$ cat config.mk
export PLATFORM = sky130hd
export DESIGN_NAME = regfile_multi
export DESIGN_NICKNAME = d
export VERILOG_FILES = /design/src/rtl/regfile_multi.sv
export SDC_FILE = /design/constraint.sdc
export NUM_CORES = 1
export LEC_CHECK = 0
export ABC_CLOCK_PERIOD_IN_PS = 6100
export CAP_MARGIN = 25
export CELL_PAD_IN_SITES_DETAIL_PLACEMENT = 1
export CELL_PAD_IN_SITES_GLOBAL_PLACEMENT = 1
export CORE_MARGIN = 3
export CORE_UTILIZATION = 30
export CTS_BUF_LIST = sky130_fd_sc_hd__clkbuf_8
export CTS_CLUSTER_SIZE = 24
export DETAILED_ROUTE_END_ITERATION = 7
export PLACE_DENSITY_LB_ADDON = 0.2
export SYNTH_ARGS = -nofsm -noshare
export SYNTH_HDL_FRONTEND = slang
export SYNTH_SLANG_ARGS = --single-unit
$ cat constraint.sdc
create_clock -name clk_i -period 6.1 [get_ports clk_i]
set_input_delay 1.22 -clock clk_i [delete_from_list [all_inputs] [get_ports clk_i]]
set_output_delay 1.22 -clock clk_i [all_outputs]
set_load 0.005 [all_outputs]
$ cat src/rtl/regfile_multi.sv
// Parametrised 1W/2R register file with write-first bypass and a post-reset clear sequencer.
// Optional hardwired-zero register 0 is enabled by defining ZERO_REG_EN.
module regfile_multi #(
    parameter int unsigned DATA_W = 32,
    parameter int unsigned ADDR_W = 5
) (
    input  logic              clk_i,
    input  logic              rst_i,
    input  logic              wr_en_i,
    input  logic [ADDR_W-1:0] wr_addr_i,
    input  logic [DATA_W-1:0] wr_data_i,
    input  logic              rd_en_1_i,
    input  logic [ADDR_W-1:0] rd_addr_1_i,
    output logic [DATA_W-1:0] rd_data_1_o,
    input  logic              rd_en_2_i,
    input  logic [ADDR_W-1:0] rd_addr_2_i,
    output logic [DATA_W-1:0] rd_data_2_o,
    output logic              busy_o
);

    localparam int unsigned DEPTH = 2 ** ADDR_W;
    localparam logic [ADDR_W-1:0] LastIdx = {ADDR_W{1'b1}};
    localparam logic [ADDR_W-1:0] PtrOne  = 1;

    typedef enum logic {
        StClear,
        StReady
    } state_e;

    state_e              state_q, state_d;
    logic [ADDR_W-1:0]   clr_ptr_q, clr_ptr_d;
    logic [DATA_W-1:0]   rd_data_1_q, rd_data_1_d;
    logic [DATA_W-1:0]   rd_data_2_q, rd_data_2_d;
    logic [DATA_W-1:0]   mem_q [DEPTH];

    logic                mem_we;
    logic [ADDR_W-1:0]   mem_waddr;
    logic [DATA_W-1:0]   mem_wdata;
    logic                wr_eff;
    logic [DATA_W-1:0]   rd_val_1, rd_val_2;

`ifdef ZERO_REG_EN
    // Register 0 is read-only zero: drop writes aimed at it.
    assign wr_eff = wr_en_i && (wr_addr_i != '0);
`else
    assign wr_eff = wr_en_i;
`endif

    // Write-first: a same-cycle write to the read address wins over the array.
    always_comb begin
        rd_val_1 = mem_q[rd_addr_1_i];
        rd_val_2 = mem_q[rd_addr_2_i];
        if (wr_eff && (wr_addr_i == rd_addr_1_i)) begin
            rd_val_1 = wr_data_i;
        end
        if (wr_eff && (wr_addr_i == rd_addr_2_i)) begin
            rd_val_2 = wr_data_i;
        end
`ifdef ZERO_REG_EN
        if (rd_addr_1_i == '0) begin
            rd_val_1 = '0;
        end
        if (rd_addr_2_i == '0) begin
            rd_val_2 = '0;
        end
`endif
    end

    always_comb begin
        state_d     = state_q;
        clr_ptr_d   = clr_ptr_q;
        rd_data_1_d = rd_data_1_q;
        rd_data_2_d = rd_data_2_q;
        mem_we      = 1'b0;
        mem_waddr   = wr_addr_i;
        mem_wdata   = wr_data_i;
        unique case (state_q)
            StClear: begin
                mem_we      = 1'b1;
                mem_waddr   = clr_ptr_q;
                mem_wdata   = '0;
                rd_data_1_d = '0;
                rd_data_2_d = '0;
                if (clr_ptr_q == LastIdx) begin
                    state_d   = StReady;
                    clr_ptr_d = '0;
                end else begin
                    clr_ptr_d = clr_ptr_q + PtrOne;
                end
            end
            StReady: begin
                mem_we = wr_eff;
                if (rd_en_1_i) begin
                    rd_data_1_d = rd_val_1;
                end
                if (rd_en_2_i) begin
                    rd_data_2_d = rd_val_2;
                end
            end
            default: begin
                state_d   = StClear;
                clr_ptr_d = '0;
            end
        endcase
    end

    always_ff @(posedge clk_i or posedge rst_i) begin
        if (rst_i) begin
            state_q     <= StClear;
            clr_ptr_q   <= '0;
            rd_data_1_q <= '0;
            rd_data_2_q <= '0;
        end else begin
            state_q     <= state_d;
            clr_ptr_q   <= clr_ptr_d;
            rd_data_1_q <= rd_data_1_d;
            rd_data_2_q <= rd_data_2_d;
        end
    end

    // Array has no reset; the clear sequencer zeroes it synchronously.
    always_ff @(posedge clk_i) begin
        if (mem_we) begin
            mem_q[mem_waddr] <= mem_wdata;
        end
    end

    assign rd_data_1_o = rd_data_1_q;
    assign rd_data_2_o = rd_data_2_q;
    assign busy_o      = (state_q == StClear);

endmodule

-- Yosys cells after proc, flatten, opt, wreduce, memory -nomap -nowiden
Memory sizes are Yosys's and may differ from the RTL's.
Cells that the tools add are included.
- bitwise logic cells: 1
- mux-type cells: 14
- add/subtract/negate cells: 1
- eq/ne operators: 5
- reduce and logical (&&, ||, !) cells: 2
- operators with widths (operator ; count):
    2-to-1 mux 32 bit ; 5
    one-hot mux 32 bit (2 select lines) ; 2
    equality test 5 bit ; 2
    2-to-1 mux 5 bit ; 2
    adder 5 x 1 -> 5 bit (second input constant) ; 1
    equality test 5 bit (second input constant) ; 1
    2-to-1 mux 1 bit ; 4
    inequality test 2 bit (second input constant) ; 2
    logical AND 1 bit ; 2
    one-hot mux 1 bit (2 select lines) ; 1
    inverter 1 bit ; 1
- input bits: 52
- logic and storage cells: 28
- output and inout port bits: 65
- register bits: 70
- RAM bits: 1024
- memories kept: 1
- memories (memory ; words ; width ; rd ports ; clocked after Yosys merged registers in ; wr ports ; line ; RTL):
    mem_q ; 32 ; 32 ; 2 ; 0 ; 1 ; 34 ; logic [DATA_W-1:0] mem_q [DEPTH];

-- Longest topological paths before layout
Gate-level depths: netlist (run 1).
- word-level depth: 5
- mapped depth: 10

-- Worst setup path after synthesis (run 1)
No wires, ideal clock.
- kind: input port to flip-flop
- start: input port wr_addr_i[4]
- end: memory mem_q[4][0] (enable)
- slack: 2513 ps
- data arrival time: 3166 ps
- cell stages on the path: 4
- setup time: 421 ps
- path through: clkbuf_1 o32ai_1 nand2_1 nor2_1
- word-level cells in the longest chain between the ends: 1
- ends and longest elaborated chain (element ; line ; RTL):
    start: declaration ; 10 ; input logic [ADDR_W-1:0] wr_addr_i,
    2-to-1 mux 5 bit ; 77 ; unique case (state_q)
    end: declaration ; 34 ;
No other way between the ends.

-- Worst setup path after layout (run 1)
- start: register state_q
- end: output port busy_o
- word-level cells in the longest chain between the ends: 1
- ends and longest elaborated chain (element ; line ; RTL):
    start: declaration ; 30 ; state_e state_q, state_d;
    start signal: assignment ; 109 ; state_q <= StClear;
    start signal: assignment ; 114 ; state_q <= state_d;
    inverter 1 bit ; n/a ;
    end: declaration ; 18 ; output logic busy_o
No other way between the ends.

==> flow_summary_export.csv, run 1 <==
group,metric,value,unit
clock_network,clkTransAtPathRegs,0.06,ns
power,powerDensity,283,nW/um^2
timing,period_share,70.1,%
floorplan,die_y,418,microns
synthesis,synth.top_cells.by_area,"edfxtp_1, mux4_2, dfrtp_1, mux2i_1, mux4_1",
global_routing,grt_antenna_before_repair,9,
timing,worst_pin_slew,1.17,ns
clock_network,cts_setup_buffers,0,
cells_and_area,drive_above_1_share,31.0,%
timing,finalHoldViolations,0,
timing,fmax,234,MHz
timing,period_needed,4.28,ns
timing,maxSlewViolCount,0,
global_routing,grt_pass1_vias,33000,
route,via_per_inst,5.83,
clock_network,root_buffer,"clkbuf_8",
status,status,"completed",
hold_path,min-delay-start,"rd_data_1_o[13]$_DFFE_PP0P_",
cells_and_area,final_cell_mix,"edfxtp_1, mux4_2, clkbuf_8, mux2i_1, buf_4",
clock_network,cts_max_level,4,
place,place_congestion,0.837,
timing,timing.slew.headroom,22.2,%
route,vias,31100,
cells_and_area,fin_nets,3032,
clock_network,numCtsBuffers,189,
setup_path,crit_type,"reg -> out",
clock_network,cts_tree,"done",
place,port_buffers,116,
route,drt_wl_total,199000,microns
setup_path,end_kind,"output pin",
global_routing,grt.total_usage,22.6,%
route,wl_per_cell,37.3,microns
synthesis,ys_seq_elements,1094,
synthesis,synth_ff_type,"edfxtp_1",
timing,grt_setup_unrepaired,"no",
floorplan,die_w,418,microns
setup_path,max_stage_delay,0.78,ns
synthesis,yosys.area.top_type_share,60.4,%
setup_path,cp_cell_sequence,"inv_2 > buf_4 > clkdlybuf4s50_1",
timing,setup_viol,0,
synthesis,ys_seq_area_share,63.8,%
setup_path,r2r_end,"mem_q[26][17]$_DFFE_PP_",
setup_path,crit_path_top_delay_cell,"dfrtp_4",
route,drtPass1Iterations,5,
cells_and_area,fin_util,35.3,%
job,maxCapViolations,0,
setup_path,r2r.worst_path.cells,6,
hold_path,hold_depth,2,
setup_path,reg2reg_slack,2.46,ns
synthesis,yosysTopAreaCell,"edfxtp_1",
place,hpwl,130000,microns
global_routing,grt_pass1_wl,276000,microns
synthesis,synth_nets,2780,
synthesis,avgSynthCellArea,18.7,sq um
global_routing,grt_overflow,0,
cells_and_area,fin_area,59200,sq um
clock_network,clk_latency,0.92,ns
setup_path,cp.required,4.88,ns
setup_path,cp.arrival,3.06,ns
synthesis,synth-async-reset-ratio,6.40,%
power,peakVddDrop,215,uV
place,dpl_cell_area,55100,sq um
synthesis,synth_area,50900,sq um
route,drtIter0Drc,3408,
synthesis,yosys_warnings,0,
setup_path,worstReg2RegStart,"state_q$_DFF_PP0_",
power,power,16.8,mW
floorplan,start_util,30.3,%
floorplan,io_pins,117,
route,ant_nets,0,
synthesis,synth_cells,2726,
floorplan,row_count,150,
timing,finalSetupTns,0,ns
timing,fin_worst_skew,0.0281,ns
floorplan,die_area,175000,sq um
floorplan,core,168000,sq um
synthesis,synth_cell_types,70,
hold_path,holdPathEnd,"rd_data_1_o[13]$_DFFE_PP0P_",
global_routing,grt_max_degree,85,
cells_and_area,nFillCells,16500,
cells_and_area,synthToLayoutAreaGrowth,16.3,%
hold_path,min_path_type,"reg -> reg",
clock_network,cts_hold_buffers,0,
setup_path,critPathMaxFanout,52,
cells_and_area,layout_commonest_cell,"edfxtp_1",
power,power.leakage,19.0,nW
synthesis,synth_edf_count,1024,
clock_network,cts_resized,0,
clock_network,cts_buffer_depth,3,
clock_network,cts.sink_count,1094,
setup_path,worst_setup_path_start_kind,"flop",
route,drcViolationCount,0,
[state kept, by name, indices dropped and copies added, names as in the netlist]
| name | flops |
|---|---|
| rd_data_1_o | 32 |
| state_q | 1 |
| rd_data_2_o | 32 |
| clr_ptr_q | 5 |
| mem_q | 1024 |
[per-stage QoR]
stage          hold WS, ns  cells  setup WS (ns)
2_1_floorplan        0.481   2726           2.51
3_3_place_gp         0.499   4958           1.12
3_5_place_dp         0.507   4976           1.48
4_1_cts              0.524   5320           1.71
5_1_grt              0.536   5336           1.72
6_report             0.515   5338           1.82
[cells in the mapped netlist, types with 9 or more instances]
master	n
a21oi_1	14
a221o_1	9
a221oi_1	40
a22o_1	12
a22oi_1	37
a31oi_1	27
a32oi_1	16
and2_1	34
and3_1	13
buf_1	16
buf_12	9
buf_2	57
buf_4	29
buf_6	28
clkbuf_1	61
dfrtp_1	70
edfxtp_1	1024
inv_1	10
mux2_2	45
mux2i_1	137
mux4_1	24
mux4_2	428
nand2_1	78
nand2b_1	12
nand3_1	25
nor2_1	107
nor2b_1	23
nor3_1	21
o2111ai_1	14
o211ai_1	11
o21ai_0	53
o21ai_1	12
o221ai_1	22
o22ai_1	90
o32ai_1	13
[where the power goes]
| group | total (mW) | switching [mW] | internal [mW] |
|---|---|---|---|
| registers | 8.37 | 0.0840 | 8.29 |
| logic | 1.61 | 0.963 | 0.651 |
| clock network | 6.77 | 3.23 | 3.54 |
| total | 16.8 | 4.28 | 12.5 |
[metal layers]
metal / GRT usage [%] / share of wire [%] / up-vias
met2: 37.7 / 49 / 1316
met5: 0 / 0.011 / -
li1: - / - / 12300
met4: 7.21 / 2.9 / 4
met1: 30.1 / 41 / 17300
met3: 4.00 / 6.5 / 274
[how the worst max path moves through the flow]
stage                           start                          end  slack, ns
floorplan                wr_addr_i[4]        mem_q[4][0]$_DFFE_PP_       2.51
global placement       rd_addr_1_i[2]  rd_data_1_o[17]$_DFFE_PP0P_       1.12
detailed placement     rd_addr_1_i[2]   rd_data_1_o[2]$_DFFE_PP0P_       1.48
CTS                 state_q$_DFF_PP0_                       busy_o       1.71
global route        state_q$_DFF_PP0_                       busy_o       1.72
finish              state_q$_DFF_PP0_                       busy_o       1.82
[worst max-delay path: cells and delay by family, from the launching register on]
kind     cells  cell delay (ns)
buf+inv      3             1.31
flops        1             0.78
[logic make-up (layout without fill, tap and decap cells)]
group | Yosys count | after routing | share of synthesized area, %
compound gates | 408 | 408 | 5.80
simple gates | 357 | 357 | 3.48
fa+ha+maj | 2 | 2 | 0.0491
flops | 1094 | 1094 | 63.8
xor+xnor | 10 | 10 | 0.172
buf+inv | 220 | 625 | 2.78
other cells | 0 | 3 | 0
mux | 635 | 635 | 23.9
[layout make-up]
cell class	count	area (sq um)	share of cell area, %
Sequential cell	1094	32500	54.9
Multi-Input combinational cell	1412	17300	29.2
Timing Repair Buffer	268	2870	4.85
Clock buffer	202	2780	4.69
Tap cell	2204	2760	4.66
Clock inverter	142	942	1.59
Inverter	13	51.3	0.0866
Antenna cell	3	7.51	0.0127
Power figures use the tool's default switching activity.
==> inputs of run 2 (changes only) <==
--- a/config.mk
+++ b/config.mk
@@ -5,7 +5,7 @@
 export SDC_FILE = /design/constraint.sdc
 export NUM_CORES = 1
 export LEC_CHECK = 0
-export ABC_CLOCK_PERIOD_IN_PS = 6100
+export ABC_CLOCK_PERIOD_IN_PS = 4350
 export CAP_MARGIN = 25
 export CELL_PAD_IN_SITES_DETAIL_PLACEMENT = 1
 export CELL_PAD_IN_SITES_GLOBAL_PLACEMENT = 1
==> constraint.sdc (replaced) <==
create_clock -name clk_i -period 4.35 [get_ports clk_i]
set_input_delay 0.87 -clock clk_i [delete_from_list [all_inputs] [get_ports clk_i]]
set_output_delay 0.87 -clock clk_i [all_outputs]
set_load 0.005 [all_outputs]
==> flow_summary_export.csv, run 2 (same netlist as run 1, synthesis figures left out) <==
group,metric,value,unit
global_routing,grt_pass1_vias,33100,
timing,finalHoldViolations,0,
floorplan,core,168000,sq um
cells_and_area,synthToLayoutAreaGrowth,18.0,%
place,dpl_cell_area,55600,sq um
cells_and_area,largest_reg_flops,1024,
timing,period_needed,3.73,ns
place,place_congestion,0.830,
place,hpwl,125000,microns
setup_path,worst_setup_path_start_kind,"flop",
cells_and_area,drive_above_1_share,32.0,%
timing,maxSlewViolCount,0,
clock_network,cts_tree,"done",
cells_and_area,fin_nets,3088,
power,powerDensity,397,nW/um^2
global_routing,grt_overflow,0,
power,power.leakage,19.5,nW
timing,fmax,268,MHz
setup_path,cp_cell_sequence,"inv_2 > buf_4 > clkdlybuf4s50_1",
clock_network,cts.sink_count,1094,
route,ant_nets,0,
cells_and_area,layout_commonest_cell,"edfxtp_1",
clock_network,clk_latency,0.94,ns
clock_network,cts_hold_buffers,0,
place,post-place-cells,5026,
clock_network,numCtsBuffers,191,
cells_and_area,final_cell_mix,"edfxtp_1, mux4_2, clkbuf_8, buf_4, mux2i_1",
global_routing,grt.total_usage,22.6,%
cells_and_area,nFillCells,16600,
floorplan,io_pins,117,
cells_and_area,fin_area,60100,sq um
timing,timing.slew.headroom,25.1,%
floorplan,die_w,418,microns
floorplan,die_area,175000,sq um
timing,worst_pin_slew,1.12,ns
route,via_per_inst,5.87,
clock_network,cts_setup_buffers,0,
power,p_comb_share,9.7,%
timing,finalSetupTns,0,ns
status,status,"completed",
floorplan,die_y,418,microns
timing,fin_worst_skew,0.0489,ns
job,maxCapViolations,0,
setup_path,cp.required,3.48,ns
timing,setup_viol,0,
route,wl_per_cell,36.9,microns
setup_path,crit_type,"reg -> out",
setup_path,cp.arrival,2.86,ns
cells_and_area,final_cells,5408,
power,switching_power,6.01,mW
setup_path,critPathMaxFanout,29,
floorplan,row_count,150,
power,p_int,17.9,mW
clock_network,cts_max_level,4,
clock_network,cts_resized,0,
route,drtPass1Iterations,8,
route,drtIter0Drc,3713,
setup_path,reg2reg_slack,0.83,ns
global_routing,grt_pass1_wl,275000,microns
power,power,23.9,mW
setup_path,max_stage_delay,0.63,ns
route,drcViolationCount,0,
power,p_sw_share,25.1,%
clock_network,clkTransAtPathRegs,0.06,ns
setup_path,r2r_end,"rd_data_1_o[5]$_DFFE_PP0P_",
setup_path,path_buf_inv,3,
setup_path,critical-path-top-delay-family,"buffers and inverters",
clock_network,cts_buffer_depth,3,
power,pwr-share-seq,49.1,%
timing,grt_setup_unrepaired,"no",
power,peakVddDrop,258,uV
cells_and_area,fin_util,35.8,%
timing,period_share,85.8,%
power,clockPowerShare,41.2,%
cells_and_area,regMostFlops,"mem_q",
setup_path,worstReg2RegStart,"state_q$_DFF_PP0_",
route,drt_wl_total,199000,microns
place,port_buffers,116,
clock_network,root_buffer,"clkbuf_8",
setup_path,r2r.worst_path.cells,6,
global_routing,grt_antenna_before_repair,11,
setup_path,end_kind,"output pin",
hold_path,min_path_type,"in -> async",
global_routing,grt_max_degree,75,
floorplan,start_util,30.3,%
setup_path,crit_path_top_delay_cell,"dfrtp_4",
route,vias,31700,
[run 2: changes by cell type in the layout (fill, tap and decap cells not counted), moves of 3 or more]
cell,before,now
inv_8,4,1
buf_12,16,35
buf_6,5,0
clkinv_2,39,24
clkinv_8,0,3
inv_1,49,63
clkinvlp_4,7,3
clkbuf_8,202,224
buf_4,110,150
[run 2: cell type report]
| cell class | count | area, sq um | area share (%) |
|---|---|---|---|
| flip-flops and latches | 1094 | 32500 | 54.1 |
| multi-input cells | 1412 | 17300 | 28.8 |
| repair buffers | 322 | 3520 | 5.85 |
| clock buffers | 224 | 3080 | 5.13 |
| well taps | 2204 | 2760 | 4.59 |
| clock inverters | 136 | 870 | 1.45 |
| inverters | 13 | 51.3 | 0.0854 |
| diodes | 3 | 7.51 | 0.0125 |
[run 2: metal layers]
layer | track usage (%) | wire (microns) | vias up
met5 | 0 | 0 | -
met4 | 8.02 | 7030 | 0
met2 | 36.5 | 95100 | 1579
met3 | 4.19 | 14500 | 319
li1 | - | - | 12400
met1 | 30.7 | 82800 | 17400
[run 2: how the worst max path moves through the flow]
stage,start,to,slack (ns),depth (start not counted)
after floorplan,wr_addr_i[4],mem_q[4][0]$_DFFE_PP_,1.11,4
after global placement,rd_addr_1_i[4],rd_data_1_o[2]$_DFFE_PP0P_,0.30,7
after detailed placement,wr_addr_i[3],mem_q[23][10]$_DFFE_PP_,0.63,5
after CTS,state_q$_DFF_PP0_,busy_o,0.50,3
after global routing,state_q$_DFF_PP0_,busy_o,0.49,3
final,state_q$_DFF_PP0_,busy_o,0.62,3
[run 2: per-stage QoR]
step	setup WS, ns	hold slack, ns
3_5_place_dp	0.628	0.499
5_1_grt	0.489	0.427
6_report	0.617	0.432
3_3_place_gp	0.300	0.499
4_1_cts	0.499	0.344
2_1_floorplan	1.11	0.481
[run 2: power groups by stage]
stage	clock [mW]	sequential [mW]	combinational (mW)
after floorplan	0	11.9	1.23
after global placement	0	11.9	2.23
after detailed placement	0	11.9	2.27
after CTS	10.1	11.7	2.27
after global routing	10.5	11.7	2.43
final	9.84	11.7	2.31
